**src/rtl/pmu_cfg_pkg.sv**
```systemverilog
`default_nettype none
// ============================================================================
//  Module   : pmu_cfg_pkg
//  Purpose  : Shared definitions for the AD5522 PMU command sequencer.
//             Holds the FSM state encoding, the command FIFO entry layout
//             and the default frame width.
//  Ports    : none (package)
//  Options  : none
//  Revision : 1.0  initial release
// ============================================================================
package pmu_cfg_pkg;

   // Default AD5522 frame width
   localparam int PMU_CFG_DW_DEFAULT = 29;

   // Sequencer FSM states
   typedef enum logic [2:0] {
      ST_IDLE    = 3'd0,
      ST_ISSUE   = 3'd1,
      ST_WAIT_WR = 3'd2,
      ST_WAIT_RD = 3'd3,
      ST_GAP     = 3'd4
   } seq_state_t;

   // A FIFO entry is {op_rd, frame}: the op bit (1 = readback) is the MSB,
   // directly above the frame word.
   function automatic int entry_width(input int dw);
      return dw + 1;
   endfunction

   function automatic int entry_op_bit(input int dw);
      return dw;
   endfunction

endpackage
`default_nettype wire

```
**src/rtl/pmu_cfg_fifo.sv**
```systemverilog
`default_nettype none
// ============================================================================
//  Module   : pmu_cfg_fifo
//  Purpose  : Synchronous first-word-fall-through FIFO for sequencer commands.
//             dout always shows the head entry while empty is low.
//  Ports    : clk, rst         clock and synchronous active-high reset
//             push, din        write an entry (ignored while full)
//             pop              consume the head entry (ignored while empty)
//             flush            discard every entry in one cycle; a push or
//                              pop in the same cycle is dropped
//             full, empty      occupancy flags
//             dout             head entry
//  Options  : none
//  Revision : 1.0  initial release
// ============================================================================
module pmu_cfg_fifo #(
   parameter int WIDTH = 30,
   parameter int DEPTH = 16
) (
   input  logic             clk,
   input  logic             rst,
   input  logic             push,
   input  logic             pop,
   input  logic             flush,
   input  logic [WIDTH-1:0] din,
   output logic             full,
   output logic             empty,
   output logic [WIDTH-1:0] dout
);

   localparam int AW = $clog2(DEPTH);

   logic [WIDTH-1:0] mem [DEPTH];
   // One extra pointer bit separates the full and empty cases
   logic [AW:0]      wr_ptr;
   logic [AW:0]      rd_ptr;
   logic             do_push;
   logic             do_pop;

   assign empty   = (wr_ptr == rd_ptr);
   assign full    = (wr_ptr[AW] != rd_ptr[AW]) &&
                    (wr_ptr[AW-1:0] == rd_ptr[AW-1:0]);
   assign do_push = push && !full && !flush;
   assign do_pop  = pop && !empty && !flush;
   assign dout    = mem[rd_ptr[AW-1:0]];

   always_ff @(posedge clk) begin
      if (rst || flush) begin
         wr_ptr <= '0;
         rd_ptr <= '0;
      end else begin
         if (do_push) wr_ptr <= wr_ptr + 1'b1;
         if (do_pop)  rd_ptr <= rd_ptr + 1'b1;
      end
   end

   // Storage needs no reset: the pointers define what is valid
   always_ff @(posedge clk) begin
      if (do_push) mem[wr_ptr[AW-1:0]] <= din;
   end

endmodule
`default_nettype wire

```
**src/rtl/pmu_cfg_seq.sv**
```systemverilog
`default_nettype none
// ============================================================================
//  Module   : pmu_cfg_seq
//  Purpose  : Command sequencer in front of the AD5522 PMU SPI driver.
//             Queues write/readback commands, issues them one at a time on
//             the driver's req/done handshake, enforces an inter-frame gap,
//             returns readback words and flags transactions that time out.
//  Ports    : clk, rst                 clock, synchronous active-high reset
//             cmd_vld/cmd_rdy          command push handshake
//             cmd_rd, cmd_data         1 = readback, frame word
//             cmd_flush                drop all queued commands
//             rd_data, rd_data_vld     readback word and 1-cycle valid
//             seq_busy                 FSM active or commands queued
//             err_timeout, err_clear   sticky timeout flag and its clear
//             ad5522_rst_busy          device calibration in progress
//             pmu_cfg_wr_req/rd_req    1-cycle requests to the driver
//             pmu_cfg_wr_data          frame word for the driver
//             pmu_cfg_wr_done/rd_done  driver completion strobes
//             pmu_cmp_result(_vld)     driver readback word
//             stat_*_cnt               saturating counters (option only)
//  Options  : PMU_CFG_STAT_EN adds stat_wr_cnt, stat_rd_cnt, stat_to_cnt
//  Revision : 1.0  initial release
// ============================================================================
module pmu_cfg_seq
   import pmu_cfg_pkg::*;
#(
   parameter int PMU_CFG_DW  = PMU_CFG_DW_DEFAULT,
   parameter int FIFO_DEPTH  = 16,
   parameter int GAP_CYC     = 4,
   parameter int TIMEOUT_CYC = 2000
) (
   input  logic                  clk,
   input  logic                  rst,
   input  logic                  cmd_vld,
   output logic                  cmd_rdy,
   input  logic                  cmd_rd,
   input  logic [PMU_CFG_DW-1:0] cmd_data,
   input  logic                  cmd_flush,
   output logic [PMU_CFG_DW-1:0] rd_data,
   output logic                  rd_data_vld,
   output logic                  seq_busy,
   output logic                  err_timeout,
   input  logic                  err_clear,
   input  logic                  ad5522_rst_busy,
   output logic                  pmu_cfg_wr_req,
   output logic                  pmu_cfg_rd_req,
   output logic [PMU_CFG_DW-1:0] pmu_cfg_wr_data,
   input  logic                  pmu_cfg_wr_done,
   input  logic                  pmu_cfg_rd_done,
   input  logic [PMU_CFG_DW-1:0] pmu_cmp_result,
   input  logic                  pmu_cmp_result_vld
`ifdef PMU_CFG_STAT_EN
   ,
   output logic [15:0]           stat_wr_cnt,
   output logic [15:0]           stat_rd_cnt,
   output logic [15:0]           stat_to_cnt
`endif
);

   localparam int ENTRY_W = entry_width(PMU_CFG_DW);
   localparam int OP_BIT  = entry_op_bit(PMU_CFG_DW);
   localparam int TO_W    = $clog2(TIMEOUT_CYC + 1);
   localparam int GAP_W   = $clog2(GAP_CYC + 1);
   localparam logic [TO_W-1:0]  TO_LAST  = TO_W'(TIMEOUT_CYC - 1);
   localparam logic [GAP_W-1:0] GAP_LAST = GAP_W'(GAP_CYC - 1);

   seq_state_t                state;
   seq_state_t                state_nxt;

   logic                      fifo_push;
   logic                      fifo_pop;
   logic                      fifo_full;
   logic                      fifo_empty;
   logic [ENTRY_W-1:0]        fifo_din;
   logic [ENTRY_W-1:0]        fifo_dout;

   logic                      op_rd;
   logic [TO_W-1:0]           to_cnt;
   logic [GAP_W-1:0]          gap_cnt;
   logic                      rd_done_seen;
   logic                      res_seen;
   logic [PMU_CFG_DW-1:0]     res_q;
   logic                      rd_done_any;
   logic                      res_any;
   logic                      rd_complete;
   logic                      timeout_hit;

   // ------------------------------------------------------------------
   // Command FIFO
   // ------------------------------------------------------------------
   assign fifo_din  = {cmd_rd, cmd_data};
   // A push coinciding with a flush is discarded
   assign fifo_push = cmd_vld && !fifo_full && !cmd_flush;
   assign cmd_rdy   = !fifo_full;

   pmu_cfg_fifo #(
      .WIDTH (ENTRY_W),
      .DEPTH (FIFO_DEPTH)
   ) u_fifo (
      .clk   (clk),
      .rst   (rst),
      .push  (fifo_push),
      .pop   (fifo_pop),
      .flush (cmd_flush),
      .din   (fifo_din),
      .full  (fifo_full),
      .empty (fifo_empty),
      .dout  (fifo_dout)
   );

   assign seq_busy = (state != ST_IDLE) || !fifo_empty;

   // Readback completes once both strobes have been seen, counting the
   // ones arriving this cycle
   assign rd_done_any = rd_done_seen || pmu_cfg_rd_done;
   assign res_any     = res_seen || pmu_cmp_result_vld;

   // ------------------------------------------------------------------
   // FSM
   // ------------------------------------------------------------------
   always_ff @(posedge clk) begin
      if (rst) state <= ST_IDLE;
      else     state <= state_nxt;
   end

   always_comb begin
      state_nxt      = state;
      fifo_pop       = 1'b0;
      pmu_cfg_wr_req = 1'b0;
      pmu_cfg_rd_req = 1'b0;
      rd_complete    = 1'b0;
      timeout_hit    = 1'b0;
      case (state)
         ST_IDLE: begin
            // No pop during a flush: the head entry is being discarded
            if (!fifo_empty && !ad5522_rst_busy && !cmd_flush) begin
               fifo_pop  = 1'b1;
               state_nxt = ST_ISSUE;
            end
         end
         ST_ISSUE: begin
            pmu_cfg_wr_req = !op_rd;
            pmu_cfg_rd_req = op_rd;
            state_nxt      = op_rd ? ST_WAIT_RD : ST_WAIT_WR;
         end
         ST_WAIT_WR: begin
            // Completion takes priority over a same-cycle timeout
            if (pmu_cfg_wr_done) begin
               state_nxt = ST_GAP;
            end else if (to_cnt == TO_LAST) begin
               timeout_hit = 1'b1;
               state_nxt   = ST_GAP;
            end
         end
         ST_WAIT_RD: begin
            if (rd_done_any && res_any) begin
               rd_complete = 1'b1;
               state_nxt   = ST_GAP;
            end else if (to_cnt == TO_LAST) begin
               timeout_hit = 1'b1;
               state_nxt   = ST_GAP;
            end
         end
         ST_GAP: begin
            if (gap_cnt == GAP_LAST) state_nxt = ST_IDLE;
         end
         default: state_nxt = ST_IDLE;
      endcase
   end

   // ------------------------------------------------------------------
   // Datapath
   // ------------------------------------------------------------------
   always_ff @(posedge clk) begin
      if (rst) begin
         pmu_cfg_wr_data <= '0;
         op_rd           <= 1'b0;
         to_cnt          <= '0;
         gap_cnt         <= '0;
         rd_done_seen    <= 1'b0;
         res_seen        <= 1'b0;
         res_q           <= '0;
         rd_data         <= '0;
         rd_data_vld     <= 1'b0;
         err_timeout     <= 1'b0;
      end else begin
         rd_data_vld <= rd_complete;

         // The frame word moves only on a pop, so it stays stable for the
         // whole transaction and through the following gap
         if (fifo_pop) begin
            pmu_cfg_wr_data <= fifo_dout[PMU_CFG_DW-1:0];
            op_rd           <= fifo_dout[OP_BIT];
         end

         if (state == ST_ISSUE)
            to_cnt <= '0;
         else if (state == ST_WAIT_WR || state == ST_WAIT_RD)
            to_cnt <= to_cnt + 1'b1;

         if (state == ST_GAP) gap_cnt <= gap_cnt + 1'b1;
         else                 gap_cnt <= '0;

         if (state == ST_ISSUE) begin
            rd_done_seen <= 1'b0;
            res_seen     <= 1'b0;
         end else if (state == ST_WAIT_RD) begin
            if (pmu_cfg_rd_done) rd_done_seen <= 1'b1;
            if (pmu_cmp_result_vld) begin
               res_seen <= 1'b1;
               res_q    <= pmu_cmp_result;
            end
         end

         // A result arriving together with completion bypasses res_q
         if (rd_complete)
            rd_data <= pmu_cmp_result_vld ? pmu_cmp_result : res_q;

         // Sticky; a new timeout beats a simultaneous clear
         if (timeout_hit)    err_timeout <= 1'b1;
         else if (err_clear) err_timeout <= 1'b0;
      end
   end

`ifdef PMU_CFG_STAT_EN
   // ------------------------------------------------------------------
   // Saturating transaction statistics
   // ------------------------------------------------------------------
   logic wr_ok;
   assign wr_ok = (state == ST_WAIT_WR) && pmu_cfg_wr_done;

   always_ff @(posedge clk) begin
      if (rst || err_clear) begin
         stat_wr_cnt <= '0;
         stat_rd_cnt <= '0;
         stat_to_cnt <= '0;
      end else begin
         if (wr_ok && stat_wr_cnt != 16'hFFFF)       stat_wr_cnt <= stat_wr_cnt + 1'b1;
         if (rd_complete && stat_rd_cnt != 16'hFFFF) stat_rd_cnt <= stat_rd_cnt + 1'b1;
         if (timeout_hit && stat_to_cnt != 16'hFFFF) stat_to_cnt <= stat_to_cnt + 1'b1;
      end
   end
`endif

endmodule
`default_nettype wire

```
**config.mk**
```make
export PLATFORM = sky130hd
export DESIGN_NAME = pmu_cfg_seq
export DESIGN_NICKNAME = d
export VERILOG_FILES = /design/src/rtl/pmu_cfg_pkg.sv /design/src/rtl/pmu_cfg_fifo.sv /design/src/rtl/pmu_cfg_seq.sv
export SDC_FILE = /design/constraint.sdc
export NUM_CORES = 1
export LEC_CHECK = 0
export CORE_MARGIN = 4
export CORE_UTILIZATION = 40
export DETAILED_ROUTE_END_ITERATION = 6
export HOLD_SLACK_MARGIN = 0.02
export SLEW_MARGIN = 15
export SYNTH_ARGS = -nofsm -noshare
export SYNTH_HDL_FRONTEND = slang
export SYNTH_HIERARCHICAL = 1
export SYNTH_SLANG_ARGS = --single-unit
```
**constraint.sdc**
```tcl
create_clock -name clk -period 15.7 [get_ports clk]
set_clock_uncertainty 0.2 [all_clocks]
set_input_delay 3.14 -clock clk [delete_from_list [all_inputs] [get_ports clk]]
set_output_delay 3.14 -clock clk [all_outputs]
set_load 0.01 [all_outputs]
```
# Yosys cells after proc, flatten, opt, wreduce, memory -nomap -nowiden
# Memory sizes are Yosys's and may differ from the RTL's. A register that Yosys moved wholly into a read port is not among the register bits.
# Index checks and enable logic that the tools add are counted.
[classes]
add_sub_neg = 4
eq_ne = 11
muxes = 22
bitwise = 2
n_reduce_logical = 29
[ops]
columns = ["op", "n"]
rows = [
  ["2-to-1 mux 29 bit", 1],
  ["2-to-1 mux 3 bit", 5],
  ["one-hot mux 3 bit (5 select lines)", 1],
  ["2-to-1 mux 1 bit", 14],
  ["adder 11 x 1 -> 11 bit (second input constant)", 1],
  ["== test 11 bit (second input constant)", 1],
  ["adder 5 x 1 -> 5 bit (second input constant)", 2],
  ["logical AND 1 bit", 10],
  ["== test 3 x 2 -> 1 bit (second input constant)", 3],
  ["AND reduction 2 bit", 4],
  ["== test 5 bit", 1],
  ["zero test 1 bit", 5],
  ["logical OR 1 bit", 5],
  ["== test 4 bit", 1],
  ["!= test 2 bit (second input constant)", 2],
  ["OR reduction 2 bit", 2],
  ["adder 3 x 1 -> 3 bit (second input constant)", 1],
  ["== test 3 x 1 -> 1 bit (second input constant)", 1],
  ["== test 3 bit (second input constant)", 1],
  ["zero test 3 bit", 1],
  ["nonzero test 3 bit", 1],
  ["inverter 1 bit", 2],
  ["one-hot mux 1 bit (2 select lines)", 1],
  ["nonzero test 2 bit", 1],
  ["!= test 1 bit", 1],
]
[totals]
register_bits = 89
mem_bits_rw = 480
in_bits = 68
output_inout_bits = 64
word_cells = 80
n_memories = 1
[memory_table]
columns = ["name", "words", "width", "rd", "rd_ports_with_merged_regs", "write_ports", "line", "source"]
rows = [
  ["u_fifo.mem", 16, 30, 1, 1, 1, "pmu_cfg_fifo.sv:33", "logic [WIDTH-1:0] mem [DEPTH];"],
]

# Logic depth before layout (Yosys ltp)
[logic_depth]
ltp_word = 9
ltp_mapped = 11

# Modules after synthesis
# Netlist, hierarchy kept.
[by_module_without_submodules]
columns = ["mod", "instances", "cells_each", "area_per_inst_um2"]
rows = [
  ["pmu_cfg_fifo", 1, 773, 18869.3],
  ["pmu_cfg_seq", 1, 520, 4548.1],
]

# Worst setup path before layout
# Ideal clock, no wire load.
[synth_timing]
path_kind = "input -> register"
startpoint = "input cmd_flush"
endpoint = "memory u_fifo.mem[0][0], enable pin"
arrival_ps = 6743
path_slack_ps = 8265
path_stages = 4
n_path_buf = 1
cell_sequence = "nor3b_1 o21ai_2 buf_2 nor4_1"
[synth_between]
elab_chain_cells = 6
[synth_rtl]
columns = ["element", "line", "source"]
rows = [
  ["start, declared", "pmu_cfg_seq.sv:38", "input logic cmd_flush,"],
  ["zero test 1 bit (*)", "pmu_cfg_fifo.sv:43, pmu_cfg_seq.sv:93", ""],
  ["logical AND 1 bit", "pmu_cfg_seq.sv:93", "assign fifo_push = cmd_vld && !fifo_full && !cmd_flush;"],
  ["logical AND 1 bit", "pmu_cfg_fifo.sv:43", "assign do_push = push && !full && !flush;"],
  ["logical AND 1 bit (*)", "pmu_cfg_fifo.sv:43", ""],
  ["2-to-1 mux 1 bit (*)", "pmu_cfg_fifo.sv:59", "if (do_push) mem[wr_ptr[AW-1:0]] <= din;"],
  ["2-to-1 mux 1 bit (implied by the code) (*)", "pmu_cfg_fifo.sv:59", ""],
  ["end, declared", "pmu_cfg_fifo.sv:33", ""],
]
# Every way passes the cells marked *; elsewhere a longest branch is shown, timed or not.

# Worst setup path in the final report
[layout_timing]
startpoint = "input cmd_flush"
endpoint = "memory u_fifo.mem[5][25], enable pin"
[layout_between]
elab_chain_cells = 6
[layout_rtl]
columns = ["element", "line", "source"]
rows = [
  ["zero test 1 bit", "pmu_cfg_seq.sv:93", ""],
  ["logical AND 1 bit", "pmu_cfg_seq.sv:93", ""],
  ["net fifo_push", "pmu_cfg_seq.sv:70", "logic fifo_push;"],
  ["logical AND 1 bit (2 in series)", "pmu_cfg_fifo.sv:43", ""],
  ["2-to-1 mux 1 bit", "pmu_cfg_fifo.sv:59", ""],
  ["2-to-1 mux 1 bit (implied by the code)", "pmu_cfg_fifo.sv:59", ""],
]
# The timed path passes the listed nets, and every way through them passes these cells.

==> metrics.txt <==
status finished clean; # resized after CTS 0; mapped cell area 23400 sq um; fmax 167 MHz; core area 57800 sq um; setup violators final 0; Starting Density 0.405; Psw 669 uW; critical path cell sequence clkdlybuf4s50_1 -> nor3b_1 -> o21ai_2 -> buf_4 -> nor3_2 -> buf_4; CTS clock-pin slew for the worst setup and hold paths 60 ps; crit path kind in2reg; main combinational cell family by area after synthesis multiplexers; all-layer global routing usage 0.165; share of cells above drive strength 1 0.211; Layout Area Growth over Synthesis 18.4%; synthesized net count 1369; EDFF count, synth 480; worst reg2reg path depth 6; Tcrit/Tclk final 0.382; Die W 250 um; DRT antenna net count 0; Root Buffer clkbuf_16; largest net degree at the start of global routing 77; # DRC 0; crit-path max FO 21; simple-gate share of the synthesized area 0.0441; first-pass GRT wire length 79.7 mm; Unique masters post-synth 51; Peak VDD IR 0.0000943 V; CTS sink count 603; RSZ-0062 raised after global routing false; postcts setup bufs 0; post-synthesis compound-gate area fraction 0.0474; Seq pwr share 0.524; post-synthesis mux area share 0.162; routed vias 12313; WP depth 6; cts hold-fix bufs 0; Worst slew margin 0.268; crit start category primary input; worst-skew pair later-pin latency 590 ps; Mean Syn Cell Area 18.1 sq um; vias in the first global route 12779; worst-margin pin slew 1090 ps; switch share 0.203; Antenna diodes 0; Max-cap violations 0; die height 250 um; CP dominant cell by count buf_4; Seq/Total Area, Yosys 0.721; I/O pin count 132; Max H-tree Level 3; Hold Path Depth 1; Final Hold Viols 0; crit-path max cell delay 860 ps; Critical Path RT 15750 ps; Cells after Synth 1293; synth warn 6; Main synth FF type edfxtp_1; buffers and inverters on the worst path 3; Placer Congestion 0.735; Post-Synth Adder-Cell Area 0.00427; worst path arrival time 6040 ps; clock buffer depth 3; row cnt 88; port bufs 131; number of buffers created by CTS 66; Max Slew Vio Count 0; Pre-antenna DRT Iters 5; WL final 51.9 mm; Cell Int Power 2.63 mW; DR WL/cell 23.0 um; initial drt markers 953; final-layout fill cell count 4850; CTS tree done; DP HPWL 29.9 mm; logic gate share of total power 0.026; xor-xnor portion of the synthesized cell area 0.00299; #FFs+latches synth 603; Nets 1515; Post-synth ARST share 0; critical path's top delay family buffers and inverters; leakage 8.41 nW; global route overflow 0; Tmin final 6000 ps; Seq. cell area 16900 sq um; crit path capture type flop; P per Cell Area 119 nW/um^2; TNS Setup 0 ps; initial antenna violation count 1; Hold Path Class reg2reg; area of the multi-input gates 6200 sq um; slowest CP cell nor3_2; final core utilization 0.480; DR vias/cell 5.45; die area 62500 sq um; Clock Power Share 0.451
metal layers:
metal / part of all wire / vias up / wire, um / global-route usage
li1: - / 5527 / - / -
met1: 0.44 / 6386 / 23000 / 0.228
met2: 0.49 / 321 / 25300 / 0.272
met3: 0.050 / 77 / 2580 / 0.0352
met4: 0.018 / 2 / 944 / 0.0393
met5: 0.00019 / - / 10 / 0
final timing paths:
| path | start | end | slack (ps) |
|---|---|---|---|
| setup / recovery | cmd_flush | u_fifo/mem[5][25] | 9700 |
| hold / removal | gap_cnt[0] | gap_cnt[0] | 220 |
| setup reg to reg | flop | pmu_cfg_wr_data[27] | 11390 |
| hold reg to reg | gap_cnt[0] | gap_cnt[0] | 220 |
through the flow:
stage / area [sq um] / total power, mW / hold slack, ps / worst slack (ps) / instances
6_report: 27700 / 3.30 / 219 / 9700 / 2258
5_1_grt: 27700 / 3.42 / 245 / 9550 / 2258
4_1_cts: 27700 / 3.34 / 226 / 9630 / 2258
3_5_place_dp: 25600 / 1.85 / 218 / 9040 / 2136
3_3_place_gp: 25600 / 1.85 / 209 / 9110 / 2136
2_1_floorplan: 23400 / 1.79 / 199 / 8260 / 1293
synthesized netlist by cell type, types with 2 or more instances:
| master | number | area share |
|---|---|---|
| nand4b_1 | 3 | 0.0011 |
| clkbuf_1 | 43 | 0.0069 |
| o31ai_1 | 5 | 0.0016 |
| buf_4 | 10 | 0.0032 |
| a211oi_2 | 10 | 0.0053 |
| nand4_1 | 6 | 0.0016 |
| inv_1 | 9 | 0.0014 |
| nor2_1 | 18 | 0.0029 |
| or3_1 | 11 | 0.0029 |
| xor2_1 | 3 | 0.0011 |
| a21oi_1 | 99 | 0.021 |
| dfxtp_1 | 123 | 0.11 |
| nand2_1 | 77 | 0.012 |
| mux4_2 | 150 | 0.14 |
| buf_2 | 27 | 0.0058 |
| nand3b_1 | 6 | 0.0019 |
| ha_1 | 8 | 0.0043 |
| edfxtp_1 | 480 | 0.62 |
| xnor2_1 | 5 | 0.0019 |
| mux2i_1 | 41 | 0.018 |
| a211oi_1 | 21 | 0.0067 |
| a311o_1 | 2 | 0.00085 |
| or4_1 | 5 | 0.0016 |
| nor4_1 | 8 | 0.0021 |
| o21ai_0 | 35 | 0.0075 |
| or3b_2 | 4 | 0.0015 |
| nand2b_1 | 10 | 0.0027 |
| nor3_1 | 13 | 0.0028 |
| nand3_1 | 36 | 0.0077 |
| buf_1 | 3 | 0.00048 |
| buf_6 | 2 | 0.00096 |
cell families (layout without fill, tap and decap cells):
group,Yosys count,in the layout
compound gates,184,184
xor+xnor,8,8
fa+ha+maj,8,8
buf+inv,94,294
flops,603,603
mux,191,191
simple gates,205,205
registers in the layout, summed over array words and instances (netlist names), 5 cells and up, named ones only:
| name | cells |
|---|---|
| pmu_cfg_wr_data | 29 |
| u_fifo/mem | 480 |
| u_fifo/rd_ptr | 5 |
| rd_data | 29 |
| res_q | 29 |
| u_fifo/wr_ptr | 5 |
| to_cnt | 11 |
worst reg2reg max path, stage by stage, from the launching register on:
cell and delay (ps):
dfxtp_4 980, buf_4 780, buf_4 770, mux4_2 720, mux4_2 550, nand3_1 90
a21oi_1 60
power groups by stage:
stage	combinational (mW)	clock, mW	sequential (mW)
final	0.0842	1.49	1.73
after global routing	0.0916	1.59	1.73
after CTS	0.0855	1.53	1.73
after detailed placement	0.0852	0	1.76
after global placement	0.0828	0	1.76
after floorplan	0.0316	0	1.76
final cells by class:
type                            count  share of cell area
Clock buffer                       87              0.0647
Clock inverter                     35              0.0109
Inverter                            9             0.00122
Multi-Input combinational cell    596               0.224
Sequential cell                   603               0.609
Tap cell                          765              0.0345
Timing Repair Buffer              163              0.0557
cell usage in the layout (no fill, tap or decap), types with 4 or more instances in the layout:
cell             instances
edfxtp_1               480
mux4_2                 150
clkdlybuf4s50_1        129
dfxtp_1                119
a21oi_1                 99
nand2_1                 77
clkbuf_16               69
mux2i_1                 41
nand3_1                 36
o21ai_0                 35
buf_4                   33
a211oi_1                21
nor2_1                  18
clkbuf_1                18
nor3_2                  13
clkinv_1                13
or3_1                   11
nand2b_1                10
a211oi_2                10
clkinv_2                10
inv_1                    9
ha_1                     8
nand3b_1                 6
nand4_1                  6
o31ai_1                  5
or4_1                    5
xnor2_1                  5
or3b_2                   4
nor4_1                   4
bufinv_16                4
nor4_2                   4
Power figures use the tool's default switching activity.
